### src/rtl/uart_rx.sv
// 8N1 UART receiver: synchronises rx, validates the start bit at mid-bit, samples data
// at bit centres and hands good bytes over through a one-deep valid/ready holding register.
module uart_rx #(
  parameter int unsigned CLKS_PER_BIT = 104
) (
  input  logic       clk12,
  input  logic       rst,
  input  logic       rx,
  output logic [7:0] data,
  output logic       data_valid,
  input  logic       data_ready,
  output logic       frame_err,
  output logic       overrun,
  output logic       busy
);

  localparam int unsigned CNT_W = $clog2(CLKS_PER_BIT);
  localparam logic [CNT_W-1:0] TICK_CNT = CNT_W'(CLKS_PER_BIT - 1);
  localparam logic [CNT_W-1:0] MID_CNT  = CNT_W'(CLKS_PER_BIT / 2 - 1);

  typedef enum logic [2:0] {
    S_IDLE,
    S_START,
    S_DATA,
    S_STOP,
    S_WAIT_IDLE
  } state_e;

  state_e           state_q;
  logic             sync1_q;
  logic             rx_s_q;
  logic [CNT_W-1:0] bcnt_q;
  logic [2:0]       bidx_q;
  logic [7:0]       shift_q;
  logic [7:0]       data_q;
  logic             data_valid_q;
  logic             frame_err_q;
  logic             overrun_q;
  logic             busy_q;

  // Receive FSM, synchroniser and holding register in one clocked process.
  always_ff @(posedge clk12) begin
    if (rst) begin
      state_q      <= S_IDLE;
      sync1_q      <= 1'b1;
      rx_s_q       <= 1'b1;
      bcnt_q       <= '0;
      bidx_q       <= '0;
      shift_q      <= '0;
      data_q       <= '0;
      data_valid_q <= 1'b0;
      frame_err_q  <= 1'b0;
      overrun_q    <= 1'b0;
      busy_q       <= 1'b0;
    end else begin
      sync1_q     <= rx;
      rx_s_q      <= sync1_q;
      frame_err_q <= 1'b0;
      overrun_q   <= 1'b0;

      // Consumer handshake; a same-cycle delivery below takes precedence.
      if (data_valid_q && data_ready) begin
        data_valid_q <= 1'b0;
      end

      case (state_q)
        S_IDLE: begin
          if (!rx_s_q) begin
            state_q <= S_START;
            bcnt_q  <= '0;
            busy_q  <= 1'b1;
          end
        end

        S_START: begin
          if (bcnt_q == MID_CNT) begin
            if (!rx_s_q) begin
              state_q <= S_DATA;
              bcnt_q  <= '0;
              bidx_q  <= '0;
            end else begin
              state_q <= S_IDLE;
              busy_q  <= 1'b0;
            end
          end else begin
            bcnt_q <= bcnt_q + CNT_W'(1);
          end
        end

        S_DATA: begin
          if (bcnt_q == TICK_CNT) begin
            bcnt_q  <= '0;
            shift_q <= {rx_s_q, shift_q[7:1]};
            bidx_q  <= bidx_q + 3'd1;
            if (bidx_q == 3'd7) begin
              state_q <= S_STOP;
            end
          end else begin
            bcnt_q <= bcnt_q + CNT_W'(1);
          end
        end

        S_STOP: begin
          if (bcnt_q == TICK_CNT) begin
            bcnt_q <= '0;
            if (rx_s_q) begin
              state_q <= S_IDLE;
              busy_q  <= 1'b0;
              // A full register only takes the new byte if the old one leaves this cycle.
              if (!data_valid_q || data_ready) begin
                data_q       <= shift_q;
                data_valid_q <= 1'b1;
              end else begin
                overrun_q <= 1'b1;
              end
            end else begin
              state_q     <= S_WAIT_IDLE;
              frame_err_q <= 1'b1;
            end
          end else begin
            bcnt_q <= bcnt_q + CNT_W'(1);
          end
        end

        S_WAIT_IDLE: begin
          if (rx_s_q) begin
            state_q <= S_IDLE;
            busy_q  <= 1'b0;
          end
        end

        default: begin
          state_q <= S_IDLE;
          busy_q  <= 1'b0;
        end
      endcase
    end
  end

  assign data       = data_q;
  assign data_valid = data_valid_q;
  assign frame_err  = frame_err_q;
  assign overrun    = overrun_q;
  assign busy       = busy_q;

endmodule

### config.mk
export PLATFORM = sky130hd
export DESIGN_NAME = uart_rx
export DESIGN_NICKNAME = d
export VERILOG_FILES = /design/src/rtl/uart_rx.sv
export SDC_FILE = /design/constraint.sdc
export NUM_CORES = 1
export LEC_CHECK = 0
export ABC_AREA = 1
export BUFFER_PORTS_ARGS = -buffer_cell sky130_fd_sc_hd__buf_2
export CAP_MARGIN = 5
export CORE_UTILIZATION = 52
export DETAILED_ROUTE_END_ITERATION = 8
export PLACE_DENSITY = 0.8
export SLEW_MARGIN = 0
export SYNTH_ARGS = -nofsm -noshare
export SYNTH_HDL_FRONTEND = slang
export SYNTH_SLANG_ARGS = --single-unit
### constraint.sdc
create_clock -name clk12 -period 1.5 [get_ports clk12]
set_input_delay 0.15 -clock clk12 [delete_from_list [all_inputs] [get_ports clk12]]
set_output_delay 0.15 -clock clk12 [all_outputs]
set_load 0.03 [all_outputs]
==> out/metrics.csv, run 1 <==
metric;value;unit
netlist_area;1619;µm²
register_area;708.2;µm²
globalRouteOverflowTotal;0;
grt_max_degree;24;
synth_flop_cell;dfxtp_1;
portBuffers;15;
syn_inst;222;
drtIter0Drc;60;
max_freq;693.8;MHz
synth_top_area_share;43.28;%
grt_pass1_vias;1283;
finalSetupViolCount;0;
ys_ff_latch;35;
yosys.area.top_type;dfxtp_1;
synth.distinct_cells;28;
path_buf_inv;1;
cts.sinks;35;
drcViolationCount;0;
ir_worst_vdd;917.3;µV
die_area;3341;µm²
dp_cells;278;
first_pass_iters;4;
wirelength;3.432;mm
drtAntennaViolNets;0;
place_area;1827;µm²
row_count;19;
synth_area_leaders;dfxtp_1, nor2_1, nand2_1;
cpLargestDelayFamily;simple AND/OR/NAND/NOR gates;
cp.arrival;1.69;ns
gp_congestion;0.8520;
core-area;2853;µm²
hpwlAfterDp;2.370;mm
tns;0;ns
required;1.75;ns
whs_path_depth;4;
status;complete, no violations;
io_pins;16;
final-hold-violation-count;0;
cp_common_cell;nand2_2;
hp-class;in2reg;
cts_tree;built;
multiInputGateArea;830.8;µm²
p_per_area;1341;nW/µm²
root_buffer;clkbuf_4;
avgSynthCellArea;7.293;µm²
cts_buffer_depth;2;
seq_area_frac_synth;43.28;%
whs;0.1006;ns
crit_path_max_incr_delay;0.37;ns
vias_per_cell;5.183;
synth_edf_count;0;
final_net_count;266;
finalCriticalPeriod;1.441;ns
critPathLaunchType;register;
skew;0.005202;ns
p_leak;0.9142;nW
cap_violations;0;
tightest_slew;0.2404;ns
ff2ff_path_depth;9;
fp.dieH;57.80;µm
syn_to_final_growth;23.18;%
maxSlewViolCount;0;
num_vias;1503;
grt_pass1_wl;5.685;mm
synthArstFlopShare;0;%
die_w;57.80;µm
htreeDepth;2;
slowest_stage;dfxtp_2;
endpoint_kind;register;
finalNonFillerCells;290;
cts.clk_slew.worst_paths;0.10;ns
wl_per_cell;11.83;µm
finalCritPeriodShare;96.09;%
n_antenna_cell;0;
cts_buffers;5;
cp.depth;9;
start_util;56.75;%
antenna_found_initial;0;
drive_gt1_share;27.41;%
ys_warn_count;0;
fin_area;1994;µm²
setup.worst_path.class;reg2reg;
critPathMaxFanout;7;
maxSlewHeadroom;83.92;%
grt_usage;22.40;%
synth_nets;229;
crit_chain;ha_4 > nand2_2 > nor2_4 > nand2_4 > buf_4 > nand2_2 > nand3_4 > a21oi_1 > nor2_1;
insertion_delay;0.34;ns
fill_cells;228;
[where the power goes]
part	leakage (nW)	switching, mW	internal (mW)	total, mW
Sequential	0.286	0.0940	1.02	1.11
Combinational	0.594	0.613	0.431	1.04
Clock	0.0341	0.305	0.217	0.522
[cell families after synthesis]
group | Yosys count | synth area share (%)
AND/OR/NAND/NOR | 104 | 30.76
adder cells (fa/ha/maj) | 3 | 2.319
XOR/XNOR | 1 | 0.5411
buffers and inverters | 35 | 9.119
AO/OA/AOI/OAI | 44 | 13.99
flip-flops | 35 | 43.28
[layout by cell type, fill, tap and decap left out, types with 2 or more instances in the layout]
cell type	count
inv_2	2
nor3_4	2
o21ai_0	16
nand2_2	7
nor2_4	3
dfxtp_1	29
nor2_1	35
nand2_1	30
nand4_1	6
o21ai_1	5
dfxtp_2	6
a21oi_1	19
or2_2	2
ha_1	2
buf_2	15
buf_4	18
clkbuf_4	5
nor3_1	4
nand3_1	10
nand2_4	2
inv_1	27
[stage by stage]
stage	power [mW]	utilization [%]	worst slack, ns
after global placement	1.999	64.04	0.01530
after detailed placement	2.025	64.04	-0.04948
after CTS	2.557	66.89	0.005201
final	2.675	69.91	0.05859
after floorplan	1.741	-	0.03081
after global routing	2.868	69.91	-0.03751
[sequential cells by signal, indices dropped and copies added, names as in the netlist, 3 cells and up]
signal	flops
shift_q	8
bcnt_q	7
bidx_q	3
state_q	3
data	8
[worst register-to-register path, stage by stage (launching register included)]
cell	delay [ns]
dfxtp_2	0.37
ha_4	0.15
nand2_2	0.07
nor2_4	0.12
nand2_4	0.10
buf_4	0.17
nand2_2	0.09
nand3_4	0.10
a21oi_1	0.14
nor2_1	0.05
[path summary, 6_finish.rpt]
| kind | start | slack (ns) | to |
|---|---|---|---|
| worst max-delay path | bcnt_q[0] | 0.06 | bidx_q[0] |
| worst min-delay path | data_ready | 0.10 | overrun |
| worst max register to register | bcnt_q[0] | 0.06 | bidx_q[0] |
| worst min register to register | sync1_q | 0.42 | rx_s_q |
[layer usage]
metal / global-route usage [%] / wire (µm) / share of wire, % / vias up
li1: - / - / - / 796
met1: 29.11 / 1655 / 48 / 665
met2: 35.80 / 1565 / 46 / 35
met3: 4.688 / 150 / 4.4 / 7
met4: 10.20 / 61 / 1.8 / 0
met5: 0 / 0 / 0 / -
[cell type report]
type	count	area share (%)
Multi-Input combinational cell	152	41.66
Sequential cell	35	35.51
Timing Repair Buffer	36	12.61
Inverter	29	5.458
Clock buffer	6	2.572
Tap cell	31	1.945
Clock inverter	1	0.2509
[cells in the mapped netlist, types with 2 or more instances]
library cell  instances
a21oi_1              19
buf_6                 2
clkbuf_1              2
dfxtp_1              35
ha_1                  3
inv_1                27
inv_2                 2
nand2_1              35
nand2_2               2
nand2_4               2
nand3_1              10
nand4_1               6
nor2_1               36
nor3_1                4
nor3_4                2
o21ai_0              19
o21ai_1               3
o21bai_1              2
or2_2                 2
[what timing repair did]
| item | in CTS | in global routing |
|---|---|---|
| hold buffers | 1 | 0 |
| endpoints found under the hold margin | 1 | 0 |
| pin swaps | 0 | 1 |
| endpoints found under the setup margin | 17 | 28 |
| buffers inserted | 0 | 4 |
| resized for setup | 7 | 17 |
No activity file was read; power rests on OpenSTA's default activity.
==> run 2: changes to the inputs <==
==> constraint.sdc (replaced) <==
create_clock -name clk12 -period 1.5 [get_ports clk12]
set_input_delay 0.075 -clock clk12 [delete_from_list [all_inputs] [get_ports clk12]]
set_output_delay 0.075 -clock clk12 [all_outputs]
set_load 0.03 [all_outputs]
==> out/metrics.csv, run 2 (synthesized netlist as in run 1, its figures left out) <==
metric;value;unit;change
status;complete, but fails checks;;
violations;setup timing;;
drcViolationCount;0;;unchanged
syn_to_final_growth;26.74;%;
cts.sinks;35;;unchanged
slowest_stage;dfxtp_2;;
num_vias;1575;;+4.8%
crit_path_max_incr_delay;0.38;ns;about the same
maxSlewHeadroom;78.27;%;-5.6 points
path_buf_inv;1;;unchanged
power.share.combinational;38.8;%;-0.2 points
row_count;19;;unchanged
tightest_slew;0.3247;ns;+0.08432 ns
htreeDepth;2;;unchanged
vias_per_cell;5.375;;+3.7%
grt_usage;23.50;%;+1.1 points
critPathMaxFanout;5;;-2
fin_ws;-0.03733;ns;-0.09592 ns
crit_chain;ha_4 > nand2_4 > nor2_4 > nand2_4 > nor3_4 > buf_6 > o21ai_1 > nor2_1;;
hold_end;overrun;;
p_sw_share;38.68;%;+0.86 points
p_per_area;1348;nW/µm²;+0.54%
regToRegSetupSlack;-0.04;ns;-0.10 ns
mostFrequentLayoutCells;nand2_1, dfxtp_1, nor2_1, inv_1, a21oi_1;;
antenna_found_initial;0;;unchanged
grt_max_degree;24;;unchanged
min_from;data_ready;;
cp.arrival;1.84;ns;+0.15 ns
dp_cells;279;;+0.36%
root_buffer;clkbuf_4;;
wl_per_cell;13.33;µm;+13%
finalCriticalPeriod;1.537;ns;+0.09592 ns
p_seq_share;40.2;%;-1.3 points
wirelength;3.905;mm;+14%
cap_violations;0;;unchanged
endpoint_kind;register;;
cts.clk_slew.worst_paths;0.11;ns;about the same
hp-class;in2reg;;
globalRouteOverflowTotal;0;;unchanged
p_switching;1.070;mW;+5.8%
cts_buffer_depth;2;;unchanged
cts_tree;built;;
finalNonFillerCells;293;;+1.0%
cp_common_cell;nand2_4;;
clockPowerShare;21.0;%;+1.5 points
tns;-0.1926;ns;-0.1926 ns
rsz0062_at_grt;true;;
cpLargestDelayFamily;simple AND/OR/NAND/NOR gates;;
first_pass_iters;4;;unchanged
drtAntennaViolNets;0;;unchanged
hpwlAfterDp;2.383;mm;+0.56%
drive_gt1_share;30.15;%;+2.7 points
die_area;3341;µm²;unchanged
io_pins;16;;unchanged
critPathLaunchType;register;;
n_antenna_cell;0;;unchanged
ir_worst_vdd;1087;µV;+18%
drtIter0Drc;80;;+33%
cp.depth;8;;-1
gp_congestion;0.8220;;-3.5%
final_net_count;268;;+0.75%
skew;0.006743;ns;+0.001541 ns
final-hold-violation-count;0;;unchanged
finalSetupViolCount;8;;+8
insertion_delay;0.36;ns;+0.02 ns
core-area;2853;µm²;unchanged
ff2ff_path_depth;8;;-1
whs_path_depth;4;;unchanged
internal-power;1.697;mW;+2.0%
grt_pass1_wl;6.003;mm;+5.6%
timing.rr.start;bcnt_q[1];;
fp.dieH;57.80;µm;unchanged
finalCritPeriodShare;102.5;%;+6.4 points
grt_pass1_vias;1416;;+10%
required;1.80;ns;+0.05 ns
cts_buffers;5;;unchanged
setup.worst_path.class;reg2reg;;
die_w;57.80;µm;unchanged
p_leak;0.9250;nW;+1.2%
start_util;56.75;%;unchanged
max_freq;650.5;MHz;-6.2%
reg2reg_to;data[0];;
portBuffers;15;;unchanged
maxSlewViolCount;0;;unchanged
[run 2: per-layer routing]
layer	global-route usage, %	vias up	share of wire [%]
met4	10.54	0	2.8
met1	30.61	717	44
met3	6.920	13	4.8
met5	0	-	0
met2	36.12	50	49
li1	-	795	-
[run 2: per-stage QoR]
stage	utilization [%]	cell area (µm²)	power, mW	hold slack [ns]	worst slack (ns)
after floorplan	-	1619	1.741	0.1788	0.03081
after global placement	64.30	1834	2.020	0.2631	0.03376
after detailed placement	64.30	1834	2.041	0.2615	-0.03977
after CTS	67.98	1939	2.638	0.002422	0.01419
after global routing	71.93	2052	2.940	0.01707	-0.1249
final	71.93	2052	2.767	0.02025	-0.03733
[run 2: cell type report]
| cell class | count | area (µm²) |
|---|---|---|
| well taps | 31 | 38.79 |
| fillers | 214 | 800.8 |
| multi-input cells | 153 | 862.1 |
| clock buffers | 6 | 51.30 |
| clock inverters | 2 | 16.27 |
| repair buffers | 37 | 266.5 |
| inverters | 29 | 111.4 |
| flip-flops and latches | 35 | 705.7 |
[run 2: worst min-delay path, stage by stage]
cell and delay, ns:
buf_2 0.08, nor2_1 0.07, inv_1 0.08, nor2_2 0.04
[run 2: what timing repair did]
item,4_1_cts,5_1_grt
gates cloned,1,0
setup buffers,0,4
gates resized for setup,7,27
setup endpoints to repair,14,30
pin swaps,2,16
hold endpoints to repair,1,0
hold buffers,1,0
[run 2: power groups by stage]
stage | Sequential, mW | Clock (mW) | Combinational, mW
floorplan | 1.11 | 0 | 0.633
global placement | 1.11 | 0 | 0.912
global route | 1.13 | 0.631 | 1.18
detailed placement | 1.11 | 0 | 0.933
CTS | 1.09 | 0.590 | 0.959
finish | 1.11 | 0.581 | 1.07
[run 2: worst max path at each step]
stage	from	slack (ns)	endpoint
3_5_place_dp	bcnt_q[1]	-0.04	data[6]
5_1_grt	bcnt_q[1]	-0.12	data[5]
3_3_place_gp	bcnt_q[0]	0.03	data[6]
6_report	bcnt_q[1]	-0.04	data[0]
4_1_cts	bcnt_q[0]	0.01	data[7]
2_1_floorplan	bcnt_q[0]	0.03	data[0]
